**src/rtl/stall_ctrl_pkg.sv**
```systemverilog
// rtl/stall_ctrl_pkg.sv - shared constants, types and hazard helper for stall_ctrl
// Purpose : constants shared by the hazard controller and its mult/div busy timer.
// Contents: TUSE_NONE marker, default mult/div busy lengths, busy counter type,
//           stall source record and the single-operand RAW hazard compare.
package stall_ctrl_pkg;

  // Tuse value meaning "this operand is not read by the D-stage instruction".
  localparam logic [1:0] TUSE_NONE = 2'd3;

  // Default busy lengths of the shared multiply/divide unit (cycles, 1..15).
  localparam int unsigned MULT_CYC_DEF = 5;
  localparam int unsigned DIV_CYC_DEF  = 10;

  localparam int unsigned MD_CNT_W = 4;
  typedef logic [MD_CNT_W-1:0] md_cnt_t;

  // Individual stall causes, kept separate so each can be observed on its own.
  typedef struct packed {
    logic rs;
    logic rt;
    logic md;
  } stall_src_t;

  // RAW hazard for one source operand against one in-flight producer.
  // Register $0 never matches, and an operand needed no sooner than the
  // producer's result becomes forwardable (tuse >= tnew) does not stall.
  function automatic logic raw_hazard(
    input logic [4:0] src,
    input logic [1:0] tuse,
    input logic [4:0] dst,
    input logic [1:0] tnew
  );
    return (src != 5'd0) && (tuse != TUSE_NONE) && (src == dst) && (tuse < tnew);
  endfunction

endpackage

```
**src/rtl/stall_ctrl_md_busy_timer.sv**
```systemverilog
// rtl/stall_ctrl_md_busy_timer.sv - busy countdown for the shared multiply/divide unit
// Purpose : loads MULT_CYC or DIV_CYC on an accepted start, counts down to zero,
//           reports busy while non-zero and flags a start issued while busy.
// Ports   : clk, reset (async active-low)
//           md_start  in  start pulse from the E stage
//           md_div    in  qualifies md_start: 1 = divide, 0 = multiply
//           md_busy   out registered busy flag (counter non-zero)
//           md_err    out sticky: start seen while busy
module stall_ctrl_md_busy_timer
  import stall_ctrl_pkg::*;
#(
  parameter int unsigned MULT_CYC = MULT_CYC_DEF,
  parameter int unsigned DIV_CYC  = DIV_CYC_DEF
) (
  input  logic clk,
  input  logic reset,
  input  logic md_start,
  input  logic md_div,
  output logic md_busy,
  output logic md_err
);

  md_cnt_t cnt_q, cnt_d;
  logic    md_busy_q, md_busy_d;
  logic    md_err_q, md_err_d;

  always_comb begin
    cnt_d    = cnt_q;
    md_err_d = md_err_q;
    if (md_start && !md_busy_q) begin
      cnt_d = md_div ? md_cnt_t'(DIV_CYC) : md_cnt_t'(MULT_CYC);
    end else if (cnt_q != '0) begin
      // A start arriving while busy is dropped; the running operation keeps
      // its original end time.
      cnt_d = cnt_q - md_cnt_t'(1);
    end
    if (md_start && md_busy_q) begin
      md_err_d = 1'b1;
    end
    // Busy is registered alongside the counter so it equals (cnt_q != 0)
    // without a decode path after the flop.
    md_busy_d = (cnt_d != '0);
  end

  always_ff @(posedge clk or negedge reset) begin
    if (!reset) begin
      cnt_q     <= '0;
      md_busy_q <= 1'b0;
      md_err_q  <= 1'b0;
    end else begin
      cnt_q     <= cnt_d;
      md_busy_q <= md_busy_d;
      md_err_q  <= md_err_d;
    end
  end

  assign md_busy = md_busy_q;
  assign md_err  = md_err_q;

endmodule

```
**src/rtl/stall_ctrl.sv**
```systemverilog
// rtl/stall_ctrl.sv - pipeline hazard/stall controller for the 5-stage core
// Purpose : drives F/D register write enables and the E-register bubble from RAW
//           hazards (Tuse vs Tnew) and mult/div unit occupancy; counts stall cycles.
// Ports   : clk, reset (async active-low)
//           D_rs, D_rt, D_Tuse_rs, D_Tuse_rt   D-stage operands and their Tuse
//           E_A3, E_Tnew, M_A3, M_Tnew         producers in E and M
//           D_is_md, E_md_start, E_md_div      mult/div usage and start
//           F_WE, D_WE, E_clr, M_WE, W_WE      pipeline register controls
//           md_busy, stall_cnt, md_err         status / performance outputs
module stall_ctrl
  import stall_ctrl_pkg::*;
#(
  parameter int unsigned MULT_CYC = MULT_CYC_DEF,
  parameter int unsigned DIV_CYC  = DIV_CYC_DEF
) (
  input  logic        clk,
  input  logic        reset,
  input  logic [4:0]  D_rs,
  input  logic [4:0]  D_rt,
  input  logic [1:0]  D_Tuse_rs,
  input  logic [1:0]  D_Tuse_rt,
  input  logic [4:0]  E_A3,
  input  logic [4:0]  M_A3,
  input  logic [1:0]  E_Tnew,
  input  logic [1:0]  M_Tnew,
  input  logic        D_is_md,
  input  logic        E_md_start,
  input  logic        E_md_div,
  output logic        F_WE,
  output logic        D_WE,
  output logic        E_clr,
  output logic        M_WE,
  output logic        W_WE,
  output logic        md_busy,
  output logic [31:0] stall_cnt,
  output logic        md_err
);

  stall_src_t  src;
  logic        stall;
  logic [31:0] stall_cnt_q, stall_cnt_d;

  stall_ctrl_md_busy_timer #(
    .MULT_CYC (MULT_CYC),
    .DIV_CYC  (DIV_CYC)
  ) u_md_timer (
    .clk      (clk),
    .reset    (reset),
    .md_start (E_md_start),
    .md_div   (E_md_div),
    .md_busy  (md_busy),
    .md_err   (md_err)
  );

  always_comb begin
    src.rs = raw_hazard(D_rs, D_Tuse_rs, E_A3, E_Tnew) |
             raw_hazard(D_rs, D_Tuse_rs, M_A3, M_Tnew);
    src.rt = raw_hazard(D_rt, D_Tuse_rt, E_A3, E_Tnew) |
             raw_hazard(D_rt, D_Tuse_rt, M_A3, M_Tnew);
    // E_md_start is included so the start cycle itself holds off a HI/LO user,
    // since md_busy only rises after that edge.
    src.md = D_is_md & (md_busy | E_md_start);
    stall  = src.rs | src.rt | src.md;
  end

  always_comb begin
    stall_cnt_d = stall_cnt_q;
    if (stall && (stall_cnt_q != 32'hFFFF_FFFF)) begin
      stall_cnt_d = stall_cnt_q + 32'd1;
    end
  end

  always_ff @(posedge clk or negedge reset) begin
    if (!reset) begin
      stall_cnt_q <= '0;
    end else begin
      stall_cnt_q <= stall_cnt_d;
    end
  end

  assign F_WE      = ~stall;
  assign D_WE      = ~stall;
  assign E_clr     = stall;
  assign M_WE      = 1'b1;
  assign W_WE      = 1'b1;
  assign stall_cnt = stall_cnt_q;

endmodule

```
**config.mk**
```make
export PLATFORM = sky130hd
export DESIGN_NAME = stall_ctrl
export DESIGN_NICKNAME = d
export VERILOG_FILES = /design/src/rtl/stall_ctrl_pkg.sv /design/src/rtl/stall_ctrl_md_busy_timer.sv /design/src/rtl/stall_ctrl.sv
export SDC_FILE = /design/constraint.sdc
export NUM_CORES = 1
export LEC_CHECK = 0
export ABC_AREA = 1
export CELL_PAD_IN_SITES_DETAIL_PLACEMENT = 1
export CELL_PAD_IN_SITES_GLOBAL_PLACEMENT = 1
export CORE_ASPECT_RATIO = 0.7
export CORE_UTILIZATION = 36
export CTS_CLUSTER_SIZE = 16
export DETAILED_ROUTE_END_ITERATION = 8
export PLACE_DENSITY = 0.83
export SYNTH_ARGS = -nofsm -noshare
export SYNTH_HDL_FRONTEND = slang
export SYNTH_SLANG_ARGS = --single-unit
```
**constraint.sdc**
```tcl
create_clock -name clk -period 2.8 [get_ports clk]
set_clock_uncertainty 0.1 [all_clocks]
set_input_delay 0.56 -clock clk [delete_from_list [all_inputs] [get_ports clk]]
set_output_delay 0.56 -clock clk [all_outputs]
set_load 0.005 [all_outputs]
```
# Word level (Yosys, flattened, before mapping)
# Cells that the tools add are included.
[word_totals]
output_inout_bits = 39
ramBits = 0
reg_bits = 38
latch_bits = 0
inputBits = 33
n_memories = 0
rom_bits = 0
[classes]
n_bitwise = 7
div = 0
add_sub_neg = 2
shifts = 0
n_reduce_logical = 18
magnitude_cmp = 4
n_eq_ne = 7
mul = 0
n_mux = 3
[ops]
columns = ["cell", "n"]
rows = [
  ["32-bit by 1-bit adder with 32-bit output, second input constant", 1],
  ["32-bit inequality test, second input constant", 1],
  ["5-bit == test", 4],
  ["1-bit logical AND", 13],
  ["4-bit two-way mux", 3],
  ["5-bit nonzero test", 2],
  ["2-bit < comparator", 4],
  ["4-bit nonzero test", 2],
  ["1-bit bitwise OR", 5],
  ["2-bit inequality test, second input constant", 2],
  ["4-bit by 1-bit subtractor with 4-bit output, second input constant", 1],
  ["1-bit bitwise AND", 1],
  ["1-bit logical NOT", 1],
  ["1-bit NOT", 1],
]

# Depth between registers and ports, before layout
[depth]
depth_word = 8
mapped_depth = 14

# Modules after synthesis
# From an unflattened synthesis, not the netlist that was laid out.
[hier_totals]
cells_unflattened = 455
hier_area_um2 = 3001.6
[by_module_without_submodules]
columns = ["mod", "area_each_um2", "instances", "cells_per_inst"]
rows = [
  ["stall_ctrl", 2675.1, 1, 416],
  ["stall_ctrl_md_busy_timer", 326.6, 1, 39],
]

# Worst setup path after synthesis
# No wires, ideal clock.
[synth_path]
path_type = "input port to output port"
start = "input port M_Tnew[1]"
end = "output port F_WE"
slack_ns = 0.381
arrival_time_ns = 1.759
cell_stages = 11
path_cell_list = "inv_1 -> ha_1 -> a21boi_0 -> nor2_1 -> nand3_1 -> nand2_1 -> nand2_1 -> nand3_2 -> buf_2 -> inv_1 -> buf_4"
[synth_via]
elab_chain_len = 6
[synth_rtl]
columns = ["element", "line_no", "rtl"]
rows = [
  ["start, declared", "stall_ctrl.sv:25", "input logic [1:0] M_Tnew,"],
  ["2-bit < comparator", "stall_ctrl_pkg.sv:33", "return (src != 5'd0) && (tuse != TUSE_NONE) && (src == dst) && (tuse < tnew);"],
  ["1-bit logical AND", "stall_ctrl_pkg.sv:33", ""],
  ["1-bit bitwise OR, on equally long branches", "stall_ctrl.sv:56, stall_ctrl.sv:58", ""],
  ["1-bit bitwise OR (*) (2 in a row)", "stall_ctrl.sv:63", "stall = src.rs | src.rt | src.md;"],
  ["net E_clr", "stall_ctrl.sv:31", "output logic E_clr,"],
  ["1-bit NOT (*)", "-", ""],
  ["end, declared", "stall_ctrl.sv:29", "output logic F_WE,"],
]
# The timed path passes the listed nets; every way through them passes the cells marked *.

# Final worst setup path
[layout_path]
start = "input port M_A3[2]"
end = "output port D_WE"
[layout_via]
elab_chain_len = 7
[layout_rtl]
columns = ["element", "line_no", "rtl"]
rows = [
  ["start, declared", "stall_ctrl.sv:23", "input logic [4:0] M_A3,"],
  ["5-bit == test", "stall_ctrl_pkg.sv:33", ""],
  ["1-bit logical AND (2 in a row)", "stall_ctrl_pkg.sv:33", ""],
  ["1-bit bitwise OR, on equally long branches", "stall_ctrl.sv:56, stall_ctrl.sv:58", ""],
  ["1-bit bitwise OR (*) (2 in a row)", "stall_ctrl.sv:63", ""],
  ["1-bit NOT (*)", "stall_ctrl.sv:82", "assign D_WE = ~stall;"],
  ["end, declared", "stall_ctrl.sv:30", "output logic D_WE,"],
]
# Mark *: on every way between the ends. The rest lies on a longest branch, timed or not.

==> results.sh <==
export IMPL_crit_top_cell="nand2_1"
export IMPL_ys_async_sr_fraction_pct=100
export IMPL_fmax_mhz=369
export IMPL_firstDrtPassIters=4
export IMPL_die_area_mm2=0.00911
export IMPL_place_gp_congestion=0.916
export IMPL_endpoint="D_WE"
export IMPL_ys_ff_latch=38
export IMPL_drt_total_wl_um=10400
export IMPL_post_synth_top_area_fraction_pct=30.3
export IMPL_cts_tree="yes"
export IMPL_die_w_um=114
export IMPL_core_area_mm2=0.00844
export IMPL_wire_per_inst_um=15.7
export IMPL_max_cap_violations=0
export IMPL_area_growth_synth_to_final_pct=33.3
export IMPL_drtIter0Drc=169
export IMPL_grt_max_degree=41
export IMPL_post_cts_buffers=0
export IMPL_synthCells=462
export IMPL_tightest_slew_ps=903
export IMPL_grt_util_all_layers_pct=24.5
export IMPL_ys_top_cells_by_count="nand2_1, inv_1, dfrtp_1"
export IMPL_antenna_found_initial=0
export IMPL_htreeDepth=2
export IMPL_numCtsBuffers=5
export IMPL_worst_ep_required_time_ps=2140
export IMPL_synth_most_common_cell="nand2_1"
export IMPL_slew_violations=0
export IMPL_vias_per_cell=4.90
export IMPL_pin_count=72
export IMPL_setup_worst_path_start_class="primary input"
export IMPL_criticalPathCategory="in -> out"
export IMPL_reg2regPathDepth=10
export IMPL_fp_dieH_um=80.2
export IMPL_cpMaxStageDelayCell="clkdlybuf4s50_1"
export IMPL_cp_startpoint="M_A3[2]"
export IMPL_rsz0062_at_grt="false"
export IMPL_setup_viol=0
export IMPL_antenna_cells=0
export IMPL_crit_path_max_incr_delay_ps=510
export IMPL_ir_worst_vdd_mv=0.193
export IMPL_fin_nets=577
export IMPL_clk_pin_slew_worst_paths_ps=60
export IMPL_max_clock_path_buffers=2
export IMPL_post_route_period_util_pct=96.7
export IMPL_port_buffers=69
export IMPL_yosys_top_cells_area="dfrtp_1, nand2_1, nand3_2"
export IMPL_grt_overflow=0
export IMPL_utilization_pct=49.6
export IMPL_slew_limit_headroom_pct=39.8
export IMPL_finalCriticalPeriod_ps=2710
export IMPL_status="complete, no violations"
export IMPL_crit_cells=11
export IMPL_r2r_start="stall_cnt[0]$_DFFE_PN0P_"
export IMPL_grt_pass1_wl_um=17100
export IMPL_drc=0
export IMPL_synthFlopType="dfrtp_1"
export IMPL_start_util_pct=37.2
export IMPL_clock_root_buffer="clkbuf_16"
export IMPL_cts_sinks=38
export IMPL_cp_end_kind="output port"
export IMPL_vias=3229
export IMPL_path_cells="clkdlybuf4s50_1, inv_1, nand2_1, o21ai_0, nor2_1, nand3_1, nand2_1, nand2_1, nand3_2, inv_2, clkdlybuf4s15_2"
export IMPL_final_antenna_net_count=0
export IMPL_drive_gt1_share_pct=15.0
export IMPL_rows=28
export IMPL_synth_enable_flop_cells=0
export IMPL_power_density_mw_per_mm2=460
export IMPL_total_power_uw=1930
export IMPL_hold_viol_final=0
export IMPL_clk_latency_ps=290
export IMPL_crit_fanout=3
export IMPL_syn_avg_cell_area_um2=6.80
export IMPL_hp_class="in -> async"
export IMPL_p_leak_uw=0.00210
export IMPL_netlist_area_mm2=0.00314
export IMPL_cp_arrival_ps=2050
export IMPL_dp_final_hpwl_um=8050
export IMPL_r2r_slack_ps=550
export IMPL_yosys_warnings=0
export IMPL_synth_distinct_cells=36
export IMPL_grt_pass1_vias=3301
export IMPL_crit_family="buffers and inverters"
export IMPL_ys_seq_area_share_pct=30.3
export IMPL_post_synth_top_area_cell="dfrtp_1"
export IMPL_path_buf_inv=4
export IMPL_rr_endpoint="stall_cnt[30]$_DFFE_PN0P_"
## state kept, by name, indices dropped and copies added, names as in the netlist
name and cells:
stall_cnt 32, u_md_timer.cnt_q 4, u_md_timer.md_busy 1, u_md_timer.md_err 1
## how the worst min path moves through the flow
stage	start	endpoint	slack (ps)
3_3_place_gp	u_md_timer.md_err$_DFFE_PN0P_	u_md_timer.md_err$_DFFE_PN0P_	340
4_1_cts	reset	stall_cnt[1]$_DFFE_PN0P_	340
3_5_place_dp	u_md_timer.md_err$_DFFE_PN0P_	u_md_timer.md_err$_DFFE_PN0P_	370
5_1_grt	reset	stall_cnt[1]$_DFFE_PN0P_	380
6_report	reset	stall_cnt[2]$_DFFE_PN0P_	300
2_1_floorplan	reset	stall_cnt[0]$_DFFE_PN0P_	160
## metal layers
layer | global-route usage [%] | wire, um | vias up
met3 | 4.38 | 555 | 7
met2 | 38.3 | 4490 | 79
met1 | 34.8 | 5230 | 1552
met5 | 0 | 0 | -
li1 | - | - | 1591
met4 | 5.79 | 83 | 0
## cell usage in the layout, fill, tap and decap left out, types with 2 or more instances in the layout
cell type | Yosys | layout
clkdlybuf4s50_1 | 0 | 57
a21oi_1 | 3 | 2
nor3_1 | 5 | 5
clkdlybuf4s15_2 | 0 | 2
xor2_1 | 12 | 12
buf_4 | 5 | 10
nand3_2 | 23 | 24
a21boi_2 | 0 | 2
nor2_1 | 35 | 31
nor3_2 | 2 | 2
inv_1 | 56 | 52
xnor2_1 | 13 | 12
nor2_2 | 3 | 7
clkbuf_16 | 0 | 5
inv_2 | 6 | 10
nand2_1 | 177 | 177
ha_1 | 6 | 6
nor2_4 | 5 | 5
nand3_1 | 26 | 25
o21ai_0 | 8 | 7
dlygate4sd2_1 | 0 | 2
conb_1 | 1 | 2
nand3b_1 | 2 | 2
nand2_2 | 4 | 4
clkbuf_1 | 0 | 2
dlymetal6s2s_1 | 0 | 6
nand4_1 | 11 | 11
dfrtp_1 | 38 | 38
## where the power goes
part	internal, uW	switching (uW)	leakage [uW]
sequential	616	67.7	0.000506
clock	422	232	0.0000781
combinational	266	323	0.00152
total	1300	623	0.00210
## cell type report
cell class | count | area [um^2]
clock buffers | 7 | 133
clock inverters | 1 | 30.0
well taps | 120 | 150
inverters | 62 | 233
repair buffers | 80 | 787
multi-input cells | 351 | 1910
fillers | 1081 | 4250
flip-flops and latches | 38 | 951
## worst reg2reg max path: stages, from the launching register on
cell     delay (ps)
dfrtp_1         430
ha_1            230
nand2_1         130
nor2_4          150
nand2_4         100
nor2_4          160
nand3_4         280
nand2_2         190
buf_4           240
nand2_1          90
nand2_1          80
## per-stage QoR
stage | worst slack (ps) | TNS, ps | cell area [um^2] | hold slack (ps) | cells
finish | 92.5 | 0 | 4190 | 298 | 659
global route | 7.93 | 0 | 4190 | 381 | 659
CTS | 1.14 | 0 | 4150 | 343 | 659
detailed placement | -317 | -7370 | 3970 | 367 | 651
global placement | -283 | -5330 | 3970 | 341 | 651
floorplan | 381 | 0 | 3150 | 164 | 463
## logic make-up after synthesis
kind of cell               share of synthesized area (%)
xor gates and xnor gates                            6.97
buffers and inverters                               10.3
DFF                                                 30.3
AOI/OAI and AO/OA                                   3.62
and+or+nand+nor                                     46.3
adders and majority gates                           2.39
other                                              0.119
## timing repair
item	CTS	global route
resized for setup	17	16
hold buffers	0	0
pin swaps	2	3
endpoints found under the setup margin	4	28
Note: power is estimated with default switching activity, not from simulation.
==> patch, RTL diff (config.mk and constraints unchanged) <==
The package constant `MD_CNT_W` goes from 4 to 5.
--- a/src/rtl/stall_ctrl_pkg.sv
+++ b/src/rtl/stall_ctrl_pkg.sv
@@ -11,7 +11,7 @@
   localparam int unsigned MULT_CYC_DEF = 5;
   localparam int unsigned DIV_CYC_DEF  = 10;
 
-  localparam int unsigned MD_CNT_W = 4;
+  localparam int unsigned MD_CNT_W = 5;
   typedef logic [MD_CNT_W-1:0] md_cnt_t;
 
   // Individual stall causes, kept separate so each can be observed on its own.
Function: no difference found for any inputs over 10 cycles, from zero or initial values and one cycle with reset low; that may be too few to reach the edited logic, so the function may still have changed.
==> patch against the unedited design <==
- hold slack better by 14 ps
- largest power group unchanged
- maximum frequency is 1.4% lower
- synthesized area is 4.8% lower
- non-clock buffer count is 5 lower
- largest cell class unchanged
- utilization is 0.056 points higher
- highest routed layer unchanged
- sequential power is 6.1% higher
- final cell count is 4.9% lower
- the flow now finishes with violations (DRC)
- wire length is 0.27% higher
- setup slack worse by 38 ps
- sequential cell count is 1 higher
- die area is 4.7% lower
- power is 3.5% lower
- cell area is 5.5% lower
==> patch: results (changes against the unedited design) <==
stage,metric,value,unit,change
critical_path,reg2reg end,stall_cnt[0]$_DFFE_PN0P_,,was stall_cnt[30]$_DFFE_PN0P_
power,NetSw,0.6130,mW,was 0.6227 mW
sta,Max-slew headroom,0.3967,,was 0.3981
global_route,met1 Use GR,0.3681,,was 0.3484
cts,# resized after CTS,25,,was 17
global_route,met2 GRT Util,0.4157,,was 0.3829
layout,area of the multi-input gates,1759,um^2,was 1906 um^2
place,"Cell Area, Placed",3771,um^2,was 3974 um^2
layout,multi-input combinational cell count,347,,was 351
detailed_routing,M1 WL,5.269,mm,was 5.232 mm
critical_path,Critical Path Max Stage Delay,600,ps,was 510 ps
critical_path,CP arrival,2090,ps,was 2050 ps
global_route,vias in the first global route,3458,,was 3301
layout,fillcell total,1038,,was 1081
place,placed cell count,620,,was 651
place,DP HPWL,8.047,mm,was 8.045 mm
layout,clock tree cell share of total cell area,0.03633,,was 0.03883
global_route,GRT met3 Usage,0.03707,,was 0.04377
detailed_routing,Met3 Routed Length,373,um,was 555 um
outcome,failing checks,DRC,,
yosys,Post-synth top cells,"163 x nand2_1, 55 x inv_1, 45 x nand3_1, 45 x nor2_1, 39 x dfrtp_1",,"was 177 x nand2_1, 56 x inv_1, 38 x dfrtp_1"
layout,share of layout cells above drive strength 1,0.06844,,was 0.1503
yosys,area share of fa/ha/maj cells after synthesis,0.02509,,was 0.02389
layout,Non-clk invs,58,,was 62
global_route,gr usage total,0.2573,,was 0.2451
detailed_routing,first-pass iteration count of the detailed router,6,,was 4
detailed_routing,met2 WL,4.675,mm,was 4.493 mm
critical_path,Reg2Reg Setup Slack,360,ps,was 550 ps
outcome,status,finished with violations,,"was finished, final reports clean"
yosys,register area share after synthesis,0.3262,,was 0.3025
layout,# clk buffers,6,,was 7
detailed_routing,DRC,2,,was 0
yosys,"top cells by area, synth","dfrtp_1 33%, nand2_1 20%, nand3_1 7.5%, inv_1 6.9%, xor2_1 5.9%",,"was dfrtp_1 30%, nand2_1 21%, nand3_2 7.3%, inv_1 6.7%, nor2_1 4.2%"
yosys,Synth Area in Compound Gates,0.04559,,was 0.03623
power,Pleak,1.912,nW,was 2.101 nW
detailed_routing,post-DR wirelength/cell,16.58,um,was 15.73 um
yosys,"FF+latch count, synth",39,,was 38
## patch: changes by cell type after synthesis, moves of 3 or more
cell	before	now
nand3_2	23	2
nand3_1	26	45
nand2_1	177	163
nor3_1	5	17
nor2_1	35	45
xor2_1	12	20
nand4_1	11	6
nand2_2	4	0
nor2_4	5	1
inv_2	6	3
## patch: per-stage QoR
stage | util | worst slack [ps] | TNS (ps) | hold WS, ps
2_1_floorplan | - | 420.0 | 0 | 164.4
3_5_place_dp | 0.4730 | -494.9 | -6650 | 363.6
5_1_grt | 0.4967 | 4.171 | 0 | 385.0
4_1_cts | 0.4951 | 50.05 | 0 | 352.1
3_3_place_gp | 0.4730 | -385.0 | -3289 | 359.2
6_report | 0.4967 | 54.37 | 0 | 311.4
## patch: power groups by stage
stage	Combinational, mW	Clock, mW	Sequential, mW
floorplan	0.311	0	0.715
global placement	0.519	0	0.732
detailed placement	0.546	0	0.735
CTS	0.552	0.590	0.727
global route	0.617	0.615	0.743
finish	0.548	0.584	0.726
